File: src/rtl/imem_loader_pkg.sv
// Shared types and constants for the instruction-memory loader.
package imem_loader_pkg;

    typedef enum logic [2:0] {
        ST_IDLE,
        ST_LEN_LO,
        ST_LEN_HI,
        ST_DATA,
        ST_CSUM,
        ST_DONE,
        ST_ERR
    } loader_state_t;

    localparam int BYTES_PER_WORD = 4;
    localparam int LEN_W          = 16;

endpackage

File: src/rtl/imem_word_packer.sv
// Packs a byte stream little-endian into 32-bit words; emits a one-cycle
// word_valid pulse in the cycle after the fourth byte of each word.
module imem_word_packer
    import imem_loader_pkg::*;
(
    input  logic        clk,
    input  logic        rst_n,
    input  logic        byte_stb,
    input  logic [7:0]  byte_in,
    output logic        word_valid,
    output logic [31:0] word
);

    logic [1:0]  cnt_r;
    logic [31:0] shift_r;
    logic        valid_r;

    // Shift bytes in from the top so the first byte ends up in bits [7:0].
    always_ff @(posedge clk or negedge rst_n) begin
        if (!rst_n) begin
            cnt_r   <= 2'd0;
            shift_r <= 32'd0;
            valid_r <= 1'b0;
        end else begin
            valid_r <= 1'b0;
            if (byte_stb) begin
                shift_r <= {byte_in, shift_r[31:8]};
                cnt_r   <= cnt_r + 2'd1;
                valid_r <= (cnt_r == 2'(BYTES_PER_WORD - 1));
            end else begin
                shift_r <= shift_r;
                cnt_r   <= cnt_r;
            end
        end
    end

    assign word_valid = valid_r;
    assign word       = shift_r;

endmodule

File: src/rtl/imem_loader.sv
// Framed byte-stream loader for the instruction memory: length, data words,
// checksum. Holds the CPU while loading and reports done or error.
module imem_loader
    import imem_loader_pkg::*;
#(
    parameter  int IMEM_DEPTH  = 256,
    parameter  int INSTR_WIDTH = 32,
    localparam int ADDR_W      = $clog2(IMEM_DEPTH)
) (
    input  logic                   clk,
    input  logic                   rst_n,
    input  logic                   start,
    input  logic                   byte_valid,
    input  logic [7:0]             byte_data,
    output logic                   byte_ready,
    output logic                   wr_en,
    output logic [ADDR_W-1:0]      wr_addr,
    output logic [INSTR_WIDTH-1:0] wr_data,
    output logic                   cpu_hold,
    output logic                   done,
    output logic                   error
);

    loader_state_t      state_r;
    logic [7:0]         len_lo_r;
    logic [LEN_W+1:0]   bytes_left_r;
    logic [7:0]         csum_r;
    logic [ADDR_W-1:0]  addr_r;
    logic               byte_ready_r;
    logic               cpu_hold_r;
    logic               done_r;
    logic               error_r;

    logic               xfer_s;
    logic [LEN_W-1:0]   len_s;
    logic               word_valid_s;
    logic [31:0]        word_s;

    assign xfer_s = byte_valid && byte_ready_r;
    assign len_s  = {byte_data, len_lo_r};

    imem_word_packer u_packer (
        .clk        (clk),
        .rst_n      (rst_n),
        .byte_stb   (xfer_s && (state_r == ST_DATA)),
        .byte_in    (byte_data),
        .word_valid (word_valid_s),
        .word       (word_s)
    );

    // Loader FSM, word address, checksum accumulator and registered status.
    always_ff @(posedge clk or negedge rst_n) begin
        if (!rst_n) begin
            state_r      <= ST_IDLE;
            len_lo_r     <= 8'd0;
            bytes_left_r <= '0;
            csum_r       <= 8'd0;
            addr_r       <= '0;
            byte_ready_r <= 1'b0;
            cpu_hold_r   <= 1'b0;
            done_r       <= 1'b0;
            error_r      <= 1'b0;
        end else begin
            // Saturate at the last word so a full-depth load cannot wrap to 0.
            if (word_valid_s && (addr_r != ADDR_W'(IMEM_DEPTH - 1))) begin
                addr_r <= addr_r + 1'b1;
            end
            case (state_r)
                ST_IDLE, ST_DONE, ST_ERR: begin
                    if (start) begin
                        state_r      <= ST_LEN_LO;
                        addr_r       <= '0;
                        csum_r       <= 8'd0;
                        done_r       <= 1'b0;
                        error_r      <= 1'b0;
                        byte_ready_r <= 1'b1;
                        cpu_hold_r   <= 1'b1;
                    end
                end
                ST_LEN_LO: begin
                    if (xfer_s) begin
                        len_lo_r <= byte_data;
                        state_r  <= ST_LEN_HI;
                    end
                end
                ST_LEN_HI: begin
                    if (xfer_s) begin
                        if (len_s == 16'd0) begin
                            state_r <= ST_CSUM;
                        end else if (len_s > LEN_W'(IMEM_DEPTH)) begin
                            state_r      <= ST_ERR;
                            error_r      <= 1'b1;
                            byte_ready_r <= 1'b0;
                        end else begin
                            state_r      <= ST_DATA;
                            bytes_left_r <= {len_s, 2'b00};
                        end
                    end
                end
                ST_DATA: begin
                    if (xfer_s) begin
                        csum_r       <= csum_r + byte_data;
                        bytes_left_r <= bytes_left_r - 1'b1;
                        if (bytes_left_r == (LEN_W + 2)'(1)) begin
                            state_r <= ST_CSUM;
                        end
                    end
                end
                ST_CSUM: begin
                    if (xfer_s) begin
                        byte_ready_r <= 1'b0;
                        if (byte_data == csum_r) begin
                            state_r    <= ST_DONE;
                            done_r     <= 1'b1;
                            cpu_hold_r <= 1'b0;
                        end else begin
                            state_r <= ST_ERR;
                            error_r <= 1'b1;
                        end
                    end
                end
                default: begin
                    state_r      <= ST_IDLE;
                    byte_ready_r <= 1'b0;
                    cpu_hold_r   <= 1'b0;
                end
            endcase
        end
    end

    assign byte_ready = byte_ready_r;
    assign wr_en      = word_valid_s;
    assign wr_addr    = addr_r;
    assign wr_data    = INSTR_WIDTH'(word_s);
    assign cpu_hold   = cpu_hold_r;
    assign done       = done_r;
    assign error      = error_r;

endmodule

File: config.mk
export PLATFORM = sky130hd
export DESIGN_NAME = imem_loader
export DESIGN_NICKNAME = d
export VERILOG_FILES = /design/src/rtl/imem_loader_pkg.sv /design/src/rtl/imem_word_packer.sv /design/src/rtl/imem_loader.sv
export SDC_FILE = /design/constraint.sdc
export NUM_CORES = 1
export LEC_CHECK = 0
export BUFFER_PORTS_ARGS = -buffer_cell sky130_fd_sc_hd__buf_2
export CAP_MARGIN = 20
export CORE_UTILIZATION = 50
export DETAILED_ROUTE_END_ITERATION = 6
export PLACE_DENSITY = 0.73
export RECOVER_POWER = 50
export SYNTH_ARGS = -nofsm -noshare
export SYNTH_HDL_FRONTEND = slang
export SYNTH_SLANG_ARGS = --single-unit
File: constraint.sdc
create_clock -name clk -period 2 [get_ports clk]
set_input_delay 0.4 -clock clk [delete_from_list [all_inputs] [get_ports clk]]
set_output_delay 0.4 -clock clk [all_outputs]
set_load 0.02 [all_outputs]
==> metrics.cfg <==
[outcome]
outcome = complete, but fails checks
violations = negative setup slack

[detailed_routing]
finalWirelength_um = 12000
avgRoutedWirePerCell_um = 16.7
drt_iter0_markers = 373
post-route-drc-count = 0
num_vias = 4204
avgViaCountPerCell = 5.87
ant_nets = 0
firstDrtPassIters = 4

[clock_network]
clock_path_buffers = 2
cts_tree = built
clkSlewWorstSetupHoldPaths_ns = 0.09
cts_made_buffers = 9
root_buffer = clkbuf_8
cts_sinks = 84
clock_latency_ns = 0.37
h-tree-depth = 3

[synthesis]
async_flop_share_pct = 100
synth_cells = 496
ys_warn_count = 0
synth_seq_area_share_pct = 47.5
synthFlopType = dfrtp_1
ys_ff_latch = 84
syn_area_per_cell_sq_um = 8.93
synth_nets = 520
synth.distinct_cells = 58
syn_area_sq_um = 4430
synth-edff-count = 0

[timing]
worst_slew_pin_slew_ns = 0.746
setup_ws_ns = -0.0842
finalCritPeriodShare_pct = 104
setup_viol = 16
hold-worst-slack_ns = 0.325
rsz0062_at_grt = yes
fmax_ghz = 0.480
skew_ns = 0.0119
fin_tns_setup_ns = -0.840
period_minus_slack_ns = 2.08
maxSlewViolCount = 0
maxSlewHeadroom_pct = 50.3
finalHoldViolations = 0

[floorplanning]
dieArea_sq_um = 9240
start_util_pct = 52.8
fp.dieH_um = 96.1
die_w_um = 96.1
ios = 57
coreArea_sq_um = 8380
rows = 33

[global_routing]
grt.met2_usage_pct = 44.0
globalRouteMet3Util_pct = 4.11
grt_pass1_vias = 3947
overflow = 0
antenna_found_initial = 0
grt_util_all_layers_pct = 27.2
busiest_layer = met2
grt_util_met1_pct = 36.4
grt_max_degree = 33
grt_first_pass_wirelength_um = 19000

[worst_setup_path]
slowest_delay_ns = 0.54
start_kind = flop
critical_path_buf_inv_count = 1
crit_family = simple AND/OR/NAND/NOR gates
cp.required_ns = 2.25
crit_type = reg -> reg
worst-endpoint-arrival_ns = 2.33
crit_fanout = 7
crit_path_cell_trace = or4_4 > or3_4 > a31o_4 > buf_12 > a31oi_4 > a21oi_2
crit_path_end_kind = flop
slowest_stage = or4_4

[power_and_ir_drop]
peakVddDrop_uv = 885
leakagePower_nw = 2.72
clock_power_share_pct = 14.5
p_int_mw = 4.89
sw_frac_of_total_pct = 44.0
power.switching_mw = 3.85
seq_power_share_pct = 34.0
power_frac_comb_pct = 51.5
p_per_area_nw_per_um2 = 1520

[layout]
seq_area_sq_um = 2100
stdcell_area_sq_um = 5750
nNetsFinal = 630
drive_gt1_share_pct = 30.1
multi_input_area_sq_um = 2470
area_delta_synth_final_pct = 29.9
antenna_cells = 0
fillers = 655

[placed_design]
dp_hpwl_um = 8190
gp_congestion = 1.01
port_buffers = 56
dpl_cell_area_sq_um = 5260

[job]
drv_cap = 0

[hold_path]
worst_hold_path_type = in -> reg

[Yosys cell counts (all sizes together), types with 2 or more instances]
| cell | count | area share [%] |
|---|---|---|
| nor4 | 7 | 0.99 |
| o211ai | 3 | 0.51 |
| o31ai | 4 | 0.68 |
| mux2i | 3 | 0.68 |
| nor2 | 26 | 2.2 |
| mux2 | 9 | 2.3 |
| a21oi | 25 | 3.7 |
| o22ai | 8 | 1.1 |
| or4 | 6 | 1.1 |
| and2 | 6 | 0.85 |
| o21ai | 14 | 1.6 |
| ha | 11 | 3.1 |
| o21bai | 2 | 0.34 |
| nor3 | 12 | 1.4 |
| buf | 5 | 0.85 |
| o21a | 3 | 0.51 |
| nand2b | 8 | 1.1 |
| a22o | 4 | 0.79 |
| or3 | 6 | 0.96 |
| a31o | 2 | 0.40 |
| dfrtp | 84 | 47 |
| a211oi | 4 | 0.68 |
| a22oi | 2 | 0.34 |
| o2bb2ai | 2 | 0.40 |
| clkbuf | 19 | 1.6 |
| nand2 | 141 | 12 |
| a21o | 2 | 0.34 |
| xnor2 | 8 | 1.6 |
| nand4 | 3 | 0.42 |
| nand3 | 11 | 1.2 |
| nor3b | 4 | 0.68 |
| a221oi | 2 | 0.40 |
| nor4b | 2 | 0.40 |
| inv | 11 | 0.93 |
| xor2 | 3 | 0.59 |
| nor2b | 3 | 0.42 |
| a31oi | 14 | 2.0 |
| and3 | 4 | 0.57 |
[flip-flops by register name (all words and copies together), names as in the netlist]
register,count
u_packer.word,32
bytes_left_r,18
csum_r,8
len_lo_r,8
wr_addr,8
state_r,3
u_packer.cnt_r,2
byte_ready,1
cpu_hold,1
done,1
error,1
u_packer.word_valid,1
[per-layer routing]
| metal | share of wire (%) | wire, um |
|---|---|---|
| met5 | 0 | 0 |
| met4 | 2.5 | 296 |
| met3 | 4.9 | 588 |
| met2 | 49 | 5820 |
| met1 | 44 | 5250 |
[worst paths after layout]
kind | start | depth (start not counted) | slack (ns) | endpoint
min reg2reg | u_packer.word[4] | 2 | 0.48 | u_packer.word[4]
max in group asynchronous | rst_n | 3 | 0.23 | csum_r[6]
max reg2reg | len_lo_r[7] | 6 | -0.08 | bytes_left_r[13]
max | len_lo_r[7] | 6 | -0.08 | bytes_left_r[13]
min in group asynchronous | rst_n | 2 | 0.61 | wr_addr[1]
min | byte_data[7] | 3 | 0.33 | u_packer.word[31]
[per-stage QoR]
stage	setup WS [ns]	power, mW	std cells	utilization [%]
floorplan	-0.0867	5.38	496	-
global placement	-0.116	6.77	695	62.8
detailed placement	-0.152	6.91	695	62.8
CTS	-0.0855	8.38	713	66.8
global route	-0.123	9.31	716	68.6
finish	-0.0842	8.74	716	68.6
[power groups by stage]
stage	sequential (mW)	clock (mW)	combinational, mW
2_1_floorplan	3.28	0	2.11
3_3_place_gp	2.90	0	3.86
3_5_place_dp	2.94	0	3.97
4_1_cts	2.93	1.28	4.18
5_1_grt	3.06	1.35	4.90
6_report	2.97	1.27	4.50
[placed cells by master, fill, tap and decap left out, types with 11 or more instances in the layout]
cell       n
buf_4     58
a21oi_2   13
inv_1     11
buf_2     47
nor2_1    26
o21ai_0   11
dfrtp_1   84
a21oi_1   12
nor3_1    11
nand2_1  140
ha_1      11
[kinds of logic (layout without fill, tap and decap cells)]
| group | after synthesis | count (layout) | synth area share [%] |
|---|---|---|---|
| and+or+nand+nor | 243 | 244 | 25.1 |
| xor gates and xnor gates | 11 | 11 | 2.18 |
| adders and majority gates | 12 | 12 | 3.56 |
| buffers and inverters | 35 | 149 | 3.39 |
| muxes | 12 | 12 | 2.97 |
| AOI/OAI and AO/OA | 99 | 99 | 15.4 |
| DFF | 84 | 84 | 47.5 |
[worst register-to-register path: cells and delay by family, from the launching register on]
kind | cells | cell delay [ns]
AOI/OAI and AO/OA | 3 | 0.49
buffers and inverters | 1 | 0.15
DFF | 1 | 0.38
and+or+nand+nor | 2 | 0.95
[cell type report]
cell class / count / share of cell area (%)
Inverter: 11 / 0.718
Tap cell: 105 / 2.28
Clock inverter: 6 / 1.24
Sequential cell: 84 / 36.6
Timing Repair Buffer: 122 / 14.1
Multi-Input combinational cell: 378 / 42.9
Clock buffer: 10 / 2.22
[what timing repair did]
action                                  4_1_cts  5_1_grt
endpoints found under the hold margin        27        0
pin swaps                                     6        5
resized for setup                            23       29
setup buffers                                 0        3
endpoints found under the setup margin       22       26
gates cloned                                  2        0
hold buffers                                  1        0
No activity file was read; power rests on OpenSTA's default activity.
